===== src/rtl/isa_pkg.sv =====
// Shared ISA definitions for the 4-stage core and its instruction issue unit.
// Contents: opcode values, the canonical NOP word, instruction field bit
// positions, the issue FSM state type, and opcode classification helpers.
package isa_pkg;

   localparam logic [5:0] OP_ADD  = 6'b000000;
   localparam logic [5:0] OP_SUB  = 6'b000001;
   localparam logic [5:0] OP_LOAD = 6'b000010;
   localparam logic [5:0] OP_HALT = 6'b111110;
   localparam logic [5:0] OP_NOP  = 6'b111111;

   // Opcode 0 is a real ADD, so bubbles must use this all-ones-opcode word.
   localparam logic [31:0] NOP_WORD = 32'hFC00_0000;

   localparam int OPC_MSB = 31;
   localparam int OPC_LSB = 26;
   localparam int RD_MSB  = 25;
   localparam int RD_LSB  = 21;
   localparam int RS1_MSB = 20;
   localparam int RS1_LSB = 16;
   localparam int RS2_MSB = 15;
   localparam int RS2_LSB = 11;
   localparam int IMM_MSB = 15;
   localparam int IMM_LSB = 0;

   typedef enum logic [2:0] {
      ST_IDLE,
      ST_RUN,
      ST_STALL,
      ST_DRAIN,
      ST_DONE
   } issue_state_t;

   function automatic logic is_writer(input logic [5:0] opcode);
      return (opcode == OP_ADD) || (opcode == OP_SUB) || (opcode == OP_LOAD);
   endfunction

   function automatic logic reads_rs1(input logic [5:0] opcode);
      return (opcode == OP_ADD) || (opcode == OP_SUB) || (opcode == OP_LOAD);
   endfunction

   function automatic logic reads_rs2(input logic [5:0] opcode);
      return (opcode == OP_ADD) || (opcode == OP_SUB);
   endfunction

endpackage


===== src/rtl/hazard_scoreboard.sv =====
// Read-after-write scoreboard for the issue unit.
// Keeps the destination registers of the last HAZARD_DIST-1 issue slots and
// flags a hazard when the candidate word reads any of them.
// Ports: clk, reset (async, active high), flush (clear all entries),
//        shift (advance one issue slot), wr_valid/wr_rd (entry shifted in),
//        rs1/rs2 + rs1_used/rs2_used (candidate sources), hazard (match).
module hazard_scoreboard #(
   parameter int HAZARD_DIST = 2
) (
   input  logic       clk,
   input  logic       reset,
   input  logic       flush,
   input  logic       shift,
   input  logic       wr_valid,
   input  logic [4:0] wr_rd,
   input  logic [4:0] rs1,
   input  logic [4:0] rs2,
   input  logic       rs1_used,
   input  logic       rs2_used,
   output logic       hazard
);

   localparam int ENTRIES = HAZARD_DIST - 1;

   generate
      if (ENTRIES > 0) begin : g_sb
         logic [ENTRIES-1:0] vld;
         logic [4:0]         rd_q [ENTRIES];

         always_ff @(posedge clk or posedge reset) begin
            if (reset) begin
               vld <= '0;
               for (int i = 0; i < ENTRIES; i++) rd_q[i] <= '0;
            end else if (flush) begin
               vld <= '0;
            end else if (shift) begin
               vld[0]  <= wr_valid;
               rd_q[0] <= wr_rd;
               for (int i = 1; i < ENTRIES; i++) begin
                  vld[i]  <= vld[i-1];
                  rd_q[i] <= rd_q[i-1];
               end
            end
         end

         // r0 is compared like any other register; the core does not hardwire it.
         always_comb begin
            hazard = 1'b0;
            for (int i = 0; i < ENTRIES; i++) begin
               if (vld[i] && ((rs1_used && (rd_q[i] == rs1)) ||
                              (rs2_used && (rd_q[i] == rs2))))
                  hazard = 1'b1;
            end
         end
      end else begin : g_none
         assign hazard = 1'b0;
      end
   endgenerate

endmodule


===== src/rtl/instr_issue_unit.sv =====
// Instruction issue unit: loadable program store + PC feeding the 4-stage
// core one 32-bit word per clock, inserting NOP bubbles on RAW hazards (the
// core has no forwarding) and draining the pipeline with NOPs after HALT.
// Ports: clk, reset (async, active high); prog_we/prog_addr/prog_wdata
//        (store write, honoured in IDLE/DONE only); start; instruction_out,
//        issue_valid, pc_out, busy, done.
// Optional: define ISSUE_STATS_EN to add bubble_count / issued_count outputs
//        (saturating 16-bit, cleared on reset and on an accepted start).
//
// state    | meaning
// ---------+-----------------------------------------------------------
// ST_IDLE  | waiting for start after reset; store writable
// ST_RUN   | issuing one program word per cycle
// ST_STALL | holding PC, issuing bubbles until the hazard clears
// ST_DRAIN | HALT seen, issuing NOPs so the last word reaches writeback
// ST_DONE  | run complete; store writable, start re-runs from PC 0
module instr_issue_unit
   import isa_pkg::*;
#(
   parameter int DEPTH        = 64,
   parameter int HAZARD_DIST  = 2,
   parameter int DRAIN_CYCLES = 3
) (
   input  logic                     clk,
   input  logic                     reset,
   input  logic                     prog_we,
   input  logic [$clog2(DEPTH)-1:0] prog_addr,
   input  logic [31:0]              prog_wdata,
   input  logic                     start,
   output logic [31:0]              instruction_out,
   output logic                     issue_valid,
   output logic [$clog2(DEPTH)-1:0] pc_out,
   output logic                     busy,
   output logic                     done
`ifdef ISSUE_STATS_EN
  ,output logic [15:0]              bubble_count,
   output logic [15:0]              issued_count
`endif
);

   localparam int AW = $clog2(DEPTH);
   localparam int CW = (DRAIN_CYCLES > 1) ? $clog2(DRAIN_CYCLES) : 1;

   issue_state_t   state, state_d;
   logic [AW-1:0]  pc, pc_d;
   logic           end_flag, end_d;
   logic [CW-1:0]  cnt, cnt_d;
   logic [31:0]    instr_d;
   logic           valid_d;
   logic           sb_shift, sb_wr, sb_flush, hazard;
   logic           bubble, run_start;

   logic [31:0]    prog_mem [DEPTH];
   logic [31:0]    cur_word;
   logic [5:0]     cur_op;
   logic           cur_halt;

   assign cur_word = prog_mem[pc];
   assign cur_op   = cur_word[OPC_MSB:OPC_LSB];
   // Past the last store word the run ends as if HALT were there.
   assign cur_halt = end_flag || (cur_op == OP_HALT);

   always_ff @(posedge clk) begin
      if (prog_we && ((state == ST_IDLE) || (state == ST_DONE)))
         prog_mem[prog_addr] <= prog_wdata;
   end

   hazard_scoreboard #(.HAZARD_DIST(HAZARD_DIST)) u_sb (
      .clk      (clk),
      .reset    (reset),
      .flush    (sb_flush),
      .shift    (sb_shift),
      .wr_valid (sb_wr),
      .wr_rd    (cur_word[RD_MSB:RD_LSB]),
      .rs1      (cur_word[RS1_MSB:RS1_LSB]),
      .rs2      (cur_word[RS2_MSB:RS2_LSB]),
      .rs1_used (reads_rs1(cur_op)),
      .rs2_used (reads_rs2(cur_op)),
      .hazard   (hazard)
   );

   always_ff @(posedge clk or posedge reset) begin
      if (reset) begin
         state           <= ST_IDLE;
         pc              <= '0;
         end_flag        <= 1'b0;
         cnt             <= '0;
         instruction_out <= NOP_WORD;
         issue_valid     <= 1'b0;
      end else begin
         state           <= state_d;
         pc              <= pc_d;
         end_flag        <= end_d;
         cnt             <= cnt_d;
         instruction_out <= instr_d;
         issue_valid     <= valid_d;
      end
   end

   always_comb begin
      state_d   = state;
      pc_d      = pc;
      end_d     = end_flag;
      cnt_d     = cnt;
      instr_d   = NOP_WORD;
      valid_d   = 1'b0;
      sb_shift  = 1'b0;
      sb_wr     = 1'b0;
      sb_flush  = 1'b0;
      bubble    = 1'b0;
      run_start = 1'b0;
      case (state)
         ST_IDLE, ST_DONE: begin
            if (start) begin
               run_start = 1'b1;
               sb_flush  = 1'b1;
               state_d   = ST_RUN;
               pc_d      = '0;
               end_d     = 1'b0;
            end
         end
         ST_RUN, ST_STALL: begin
            sb_shift = 1'b1;
            if (cur_halt) begin
               state_d = ST_DRAIN;
               cnt_d   = CW'(DRAIN_CYCLES - 1);
            end else if (hazard) begin
               state_d = ST_STALL;
               bubble  = 1'b1;
            end else begin
               state_d = ST_RUN;
               instr_d = cur_word;
               valid_d = 1'b1;
               sb_wr   = is_writer(cur_op);
               if (pc == AW'(DEPTH - 1)) end_d = 1'b1;
               else                      pc_d  = pc + AW'(1);
            end
         end
         ST_DRAIN: begin
            sb_shift = 1'b1;
            if (cnt == '0) state_d = ST_DONE;
            else           cnt_d   = cnt - CW'(1);
         end
         default: state_d = ST_IDLE;
      endcase
   end

   assign pc_out = pc;
   assign busy   = (state == ST_RUN) || (state == ST_STALL) || (state == ST_DRAIN);
   assign done   = (state == ST_DONE);

`ifdef ISSUE_STATS_EN
   always_ff @(posedge clk or posedge reset) begin
      if (reset) begin
         bubble_count <= '0;
         issued_count <= '0;
      end else if (run_start) begin
         bubble_count <= '0;
         issued_count <= '0;
      end else begin
         if (bubble && (bubble_count != 16'hFFFF)) bubble_count <= bubble_count + 16'd1;
         if (valid_d && (issued_count != 16'hFFFF)) issued_count <= issued_count + 16'd1;
      end
   end
`endif

endmodule


===== config.mk =====
export PLATFORM = sky130hd
export DESIGN_NAME = instr_issue_unit
export DESIGN_NICKNAME = d
export VERILOG_FILES = /design/src/rtl/isa_pkg.sv /design/src/rtl/hazard_scoreboard.sv /design/src/rtl/instr_issue_unit.sv
export SDC_FILE = /design/constraint.sdc
export NUM_CORES = 2
export LEC_CHECK = 0
export CAP_MARGIN = 20
export CORE_AREA = 2 2 364 366
export CTS_CLUSTER_DIAMETER = 80
export DETAILED_ROUTE_END_ITERATION = 10
export DIE_AREA = 0 0 366 368
export GPL_TIMING_DRIVEN = 0
export HOLD_SLACK_MARGIN = 0.06
export PLACE_DENSITY = 0.78
export SYNTH_ARGS = -nofsm -noshare
export SYNTH_HDL_FRONTEND = slang
export SYNTH_SLANG_ARGS = --single-unit

===== constraint.sdc =====
create_clock -name clk -period 5.6 [get_ports clk]
set_clock_uncertainty 0.1 [all_clocks]
set_input_delay 0.56 -clock clk [delete_from_list [all_inputs] [get_ports clk]]
set_output_delay 0.56 -clock clk [all_outputs]
set_load 0.02 [all_outputs]

==> impl_metrics.json <==
{
  "status": "finished, violations left",
  "violations": "setup timing",
  "synth_area_leaders": "edfxtp_1 76%, mux4_2 14%, mux2i_1 1.9%",
  "ys_async_sr_fraction_pct": 2.43,
  "synth_fp_nets": 3630,
  "start_kind": "flop",
  "ant_nets": 0,
  "slew_violations": 0,
  "netlist_area_um2": 80700,
  "routed_wl_um": 257000,
  "synth_cell_types": 77,
  "grt_pass1_vias": 43680,
  "cts_buffers": 198,
  "setup_slack_ns": -0.151,
  "worst_pin_slew_ns": 1.33,
  "clk_path_buf_depth": 3,
  "place_inst": 5525,
  "cp.required_ns": 6.19,
  "layout.cells.non_filler": 5915,
  "htreeDepth": 4,
  "io_buffers": 79,
  "rows": 133,
  "drv_cap": 0,
  "cp-end-kind": "flop",
  "synth_top_area_share_pct": 76.2,
  "finalSetupViolations": 21,
  "start_util_pct": 61.7,
  "whs_ns": 0.114,
  "syn-mean-instance-area_um2": 22.5,
  "crit_chain": "buf_2 > clkinv_1 > nor2_1 > nand3_1 > o2111a_1 > a22oi_1 > o21ai_0 > or4_1 > o32ai_2 > or2_1 > buf_6 > inv_4 > buf_6 > o21ai_0",
  "min_period_over_period_pct": 103,
  "yosys_warnings": 0,
  "syn2layout_area_growth_pct": 15.3,
  "vias_per_cell": 7.54,
  "max_freq_ghz": 0.174,
  "ys_seq_elements": 2099,
  "criticalPathCategory": "reg -> reg",
  "max_slew_margin_pct": 10.7,
  "grtUsageTotal_pct": 38.6,
  "tritoncts": "built",
  "ys_seq_area_share_pct": 77.8,
  "max_stage_delay_ns": 0.95,
  "overflow": 0,
  "synthFlopType": "edfxtp_1",
  "core_um2": 131000,
  "die_w_um": 366,
  "dieArea_um2": 135000,
  "via_count": 44578,
  "p_total_mw": 45.4,
  "path_clk_slew_ns": 0.06,
  "arrival_ns": 6.34,
  "dr.pass1.iters": 6,
  "boundaryPins": 83,
  "dp.final_hpwl_um": 155000,
  "drtIter0Drc": 8721,
  "layout.nets": 4034,
  "leakage_nw": 29.6,
  "hp-class": "in -> reg",
  "worst_path_dominant_cell_family": "simple AND/OR/NAND/NOR gates",
  "clkLatencyLatePin_ns": 0.88,
  "routabilityCongestion": 0.958,
  "worstPathMaxFanout": 10,
  "antenna_found_initial": 18,
  "drive_above_1_share_pct": 28.8,
  "cts.sinks": 2099,
  "grt_pass1_wl_um": 351000,
  "wire_per_inst_um": 43.5,
  "netlist_instances": 3586,
  "grt_max_degree": 65,
  "slowest_stage": "nor2_1",
  "finalHoldViolations": 0,
  "synth_edf_count": 2048,
  "drc": 0,
  "synth_top_area_cell": "edfxtp_1",
  "die_y_um": 368,
  "max-vdd-ir-drop_mv": 0.353,
  "root_buffer": "clkbuf_16",
  "fin_crit_ns": 5.75,
  "powerDensity_nw_per_um2": 488,
  "cp_num_buf_inv": 5,
  "utilization_pct": 71.2,
  "rsz0062_at_grt": "true",
  "fillers": 7172
}
[per-layer routing]
layer  GRT usage (%)  vias to the layer above  wire length (um)
li1                -                    15970                 -
met1            47.7                    22454             78100
met2            59.1                     4973            118000
met3            12.9                     1163             39400
met4            25.2                       18             21500
met5           0.107                        -                97
[through the flow]
stage,TNS (ns),setup slack [ns],area [um2]
3_5_place_dp,-28.61,-1.16,86100
6_report,-1.80,-0.151,93100
4_1_cts,0,0.00584,92900
2_1_floorplan,0,1.47,80700
5_1_grt,-0.0507,-0.0507,93100
3_3_place_gp,-1229.93,-1.76,83700
[flip-flops by register name, summed over array words and instances, names as in the netlist, 2 cells and up]
| register | cells |
|---|---|
| instruction_out | 32 |
| pc_out | 6 |
| u_sb.g_sb.rd_q | 5 |
| cnt | 2 |
| prog_mem | 2048 |
| state | 3 |
[final cells by class]
type	count	area (um2)	share of cell area, %
inverters	15	61.3	0.0659
repair buffers	205	3000	3.22
multi-input cells	1284	17400	18.7
well taps	1755	2200	2.36
plain buffers	187	1100	1.18
clock inverters	107	1160	1.25
flip-flops and latches	2099	62800	67.5
clock buffers	259	5340	5.73
diodes	4	10.0	0.0108
[worst reg2reg max path, stage by stage, from the launching register on]
cell	delay, ns
dfrtp_1	0.47
buf_2	0.45
clkinv_1	0.72
nor2_1	0.96
nand3_1	0.68
o2111a_1	0.39
a22oi_1	0.17
o21ai_0	0.09
or4_1	0.48
o32ai_2	0.26
or2_1	0.17
buf_6	0.15
inv_4	0.08
buf_6	0.21
o21ai_0	0.22
[report_power, final]
part           total [mW]  switching (mW)  internal, mW
combinational        14.1            8.54          5.56
sequential           17.6           0.183          17.5
clock                13.7            5.97          7.69
total                45.4            14.7          30.7
[cells in the mapped netlist, types with 5 or more instances]
| cell | number |
|---|---|
| a211oi_1 | 9 |
| a21oi_1 | 31 |
| a221oi_1 | 10 |
| a22oi_1 | 34 |
| a31oi_1 | 17 |
| and2_1 | 28 |
| and3_1 | 5 |
| buf_1 | 16 |
| buf_2 | 68 |
| buf_4 | 18 |
| buf_6 | 14 |
| clkbuf_1 | 70 |
| dfrtp_1 | 45 |
| dfstp_2 | 6 |
| edfxtp_1 | 2048 |
| inv_1 | 10 |
| mux2_2 | 30 |
| mux2i_1 | 156 |
| mux4_1 | 6 |
| mux4_2 | 513 |
| nand2_1 | 108 |
| nand2b_1 | 14 |
| nand3_1 | 21 |
| nand4_1 | 14 |
| nor2_1 | 103 |
| nor2b_1 | 19 |
| nor3_1 | 13 |
| nor3b_1 | 5 |
| o21ai_0 | 30 |
| o22ai_1 | 19 |
| o32ai_1 | 6 |
| or3_1 | 9 |
[logic make-up after synthesis]
group / share of synthesized area, %
buf+inv: 1.28
mux: 16.9
simple gates: 2.15
xor+xnor: 0.0651
compound gates: 1.81
fa+ha+maj: 0.0310
flops: 77.8
[worst paths after layout]
check / depth (start not counted) / to / slack, ns / from
setup / recovery: 14 / instruction_out[29] / -0.15 / pc_out[3]
hold / removal: 2 / prog_mem[2][15] / 0.11 / prog_wdata[15]
setup reg to reg: 14 / instruction_out[29] / -0.15 / pc_out[3]
hold reg to reg: 2 / end_flag / 0.40 / end_flag
max in group asynchronous: 4 / instruction_out[29] / 4.07 / reset
min in group asynchronous: 3 / u_sb.g_sb.rd_q[2] / 0.61 / reset
[cells in the final DEF (no fill, tap or decap), types with 14 or more instances in the layout]
| cell | instances |
|---|---|
| edfxtp_1 | 2048 |
| mux4_2 | 513 |
| clkbuf_16 | 199 |
| mux2i_1 | 156 |
| nand2_1 | 108 |
| buf_12 | 91 |
| clkbuf_1 | 83 |
| buf_2 | 77 |
| nor2_4 | 64 |
| clkdlybuf4s50_1 | 47 |
| dfrtp_1 | 45 |
| clkinv_1 | 42 |
| nor2_1 | 39 |
| a22oi_1 | 34 |
| clkbuf_2 | 33 |
| buf_4 | 31 |
| a21oi_1 | 31 |
| mux2_2 | 30 |
| o21ai_0 | 29 |
| clkinv_2 | 29 |
| and2_1 | 28 |
| nand3_1 | 21 |
| bufinv_16 | 21 |
| o22ai_1 | 19 |
| nor2b_1 | 18 |
| buf_6 | 15 |
| a31oi_1 | 15 |
| clkbuf_8 | 15 |
| clkbuf_4 | 14 |
| nand2b_1 | 14 |
| nand4_1 | 14 |
| dlygate4sd3_1 | 14 |
[timing repair]
action | 4_1_cts | 5_1_grt
setup buffers | 0 | 0
hold endpoints to repair | 122 | 12
gates resized for setup | 56 | 27
cloned | 0 | 0
setup endpoints to repair | 48 | 33
hold buffers | 11 | 3
Note: power is estimated with default switching activity, not from simulation.
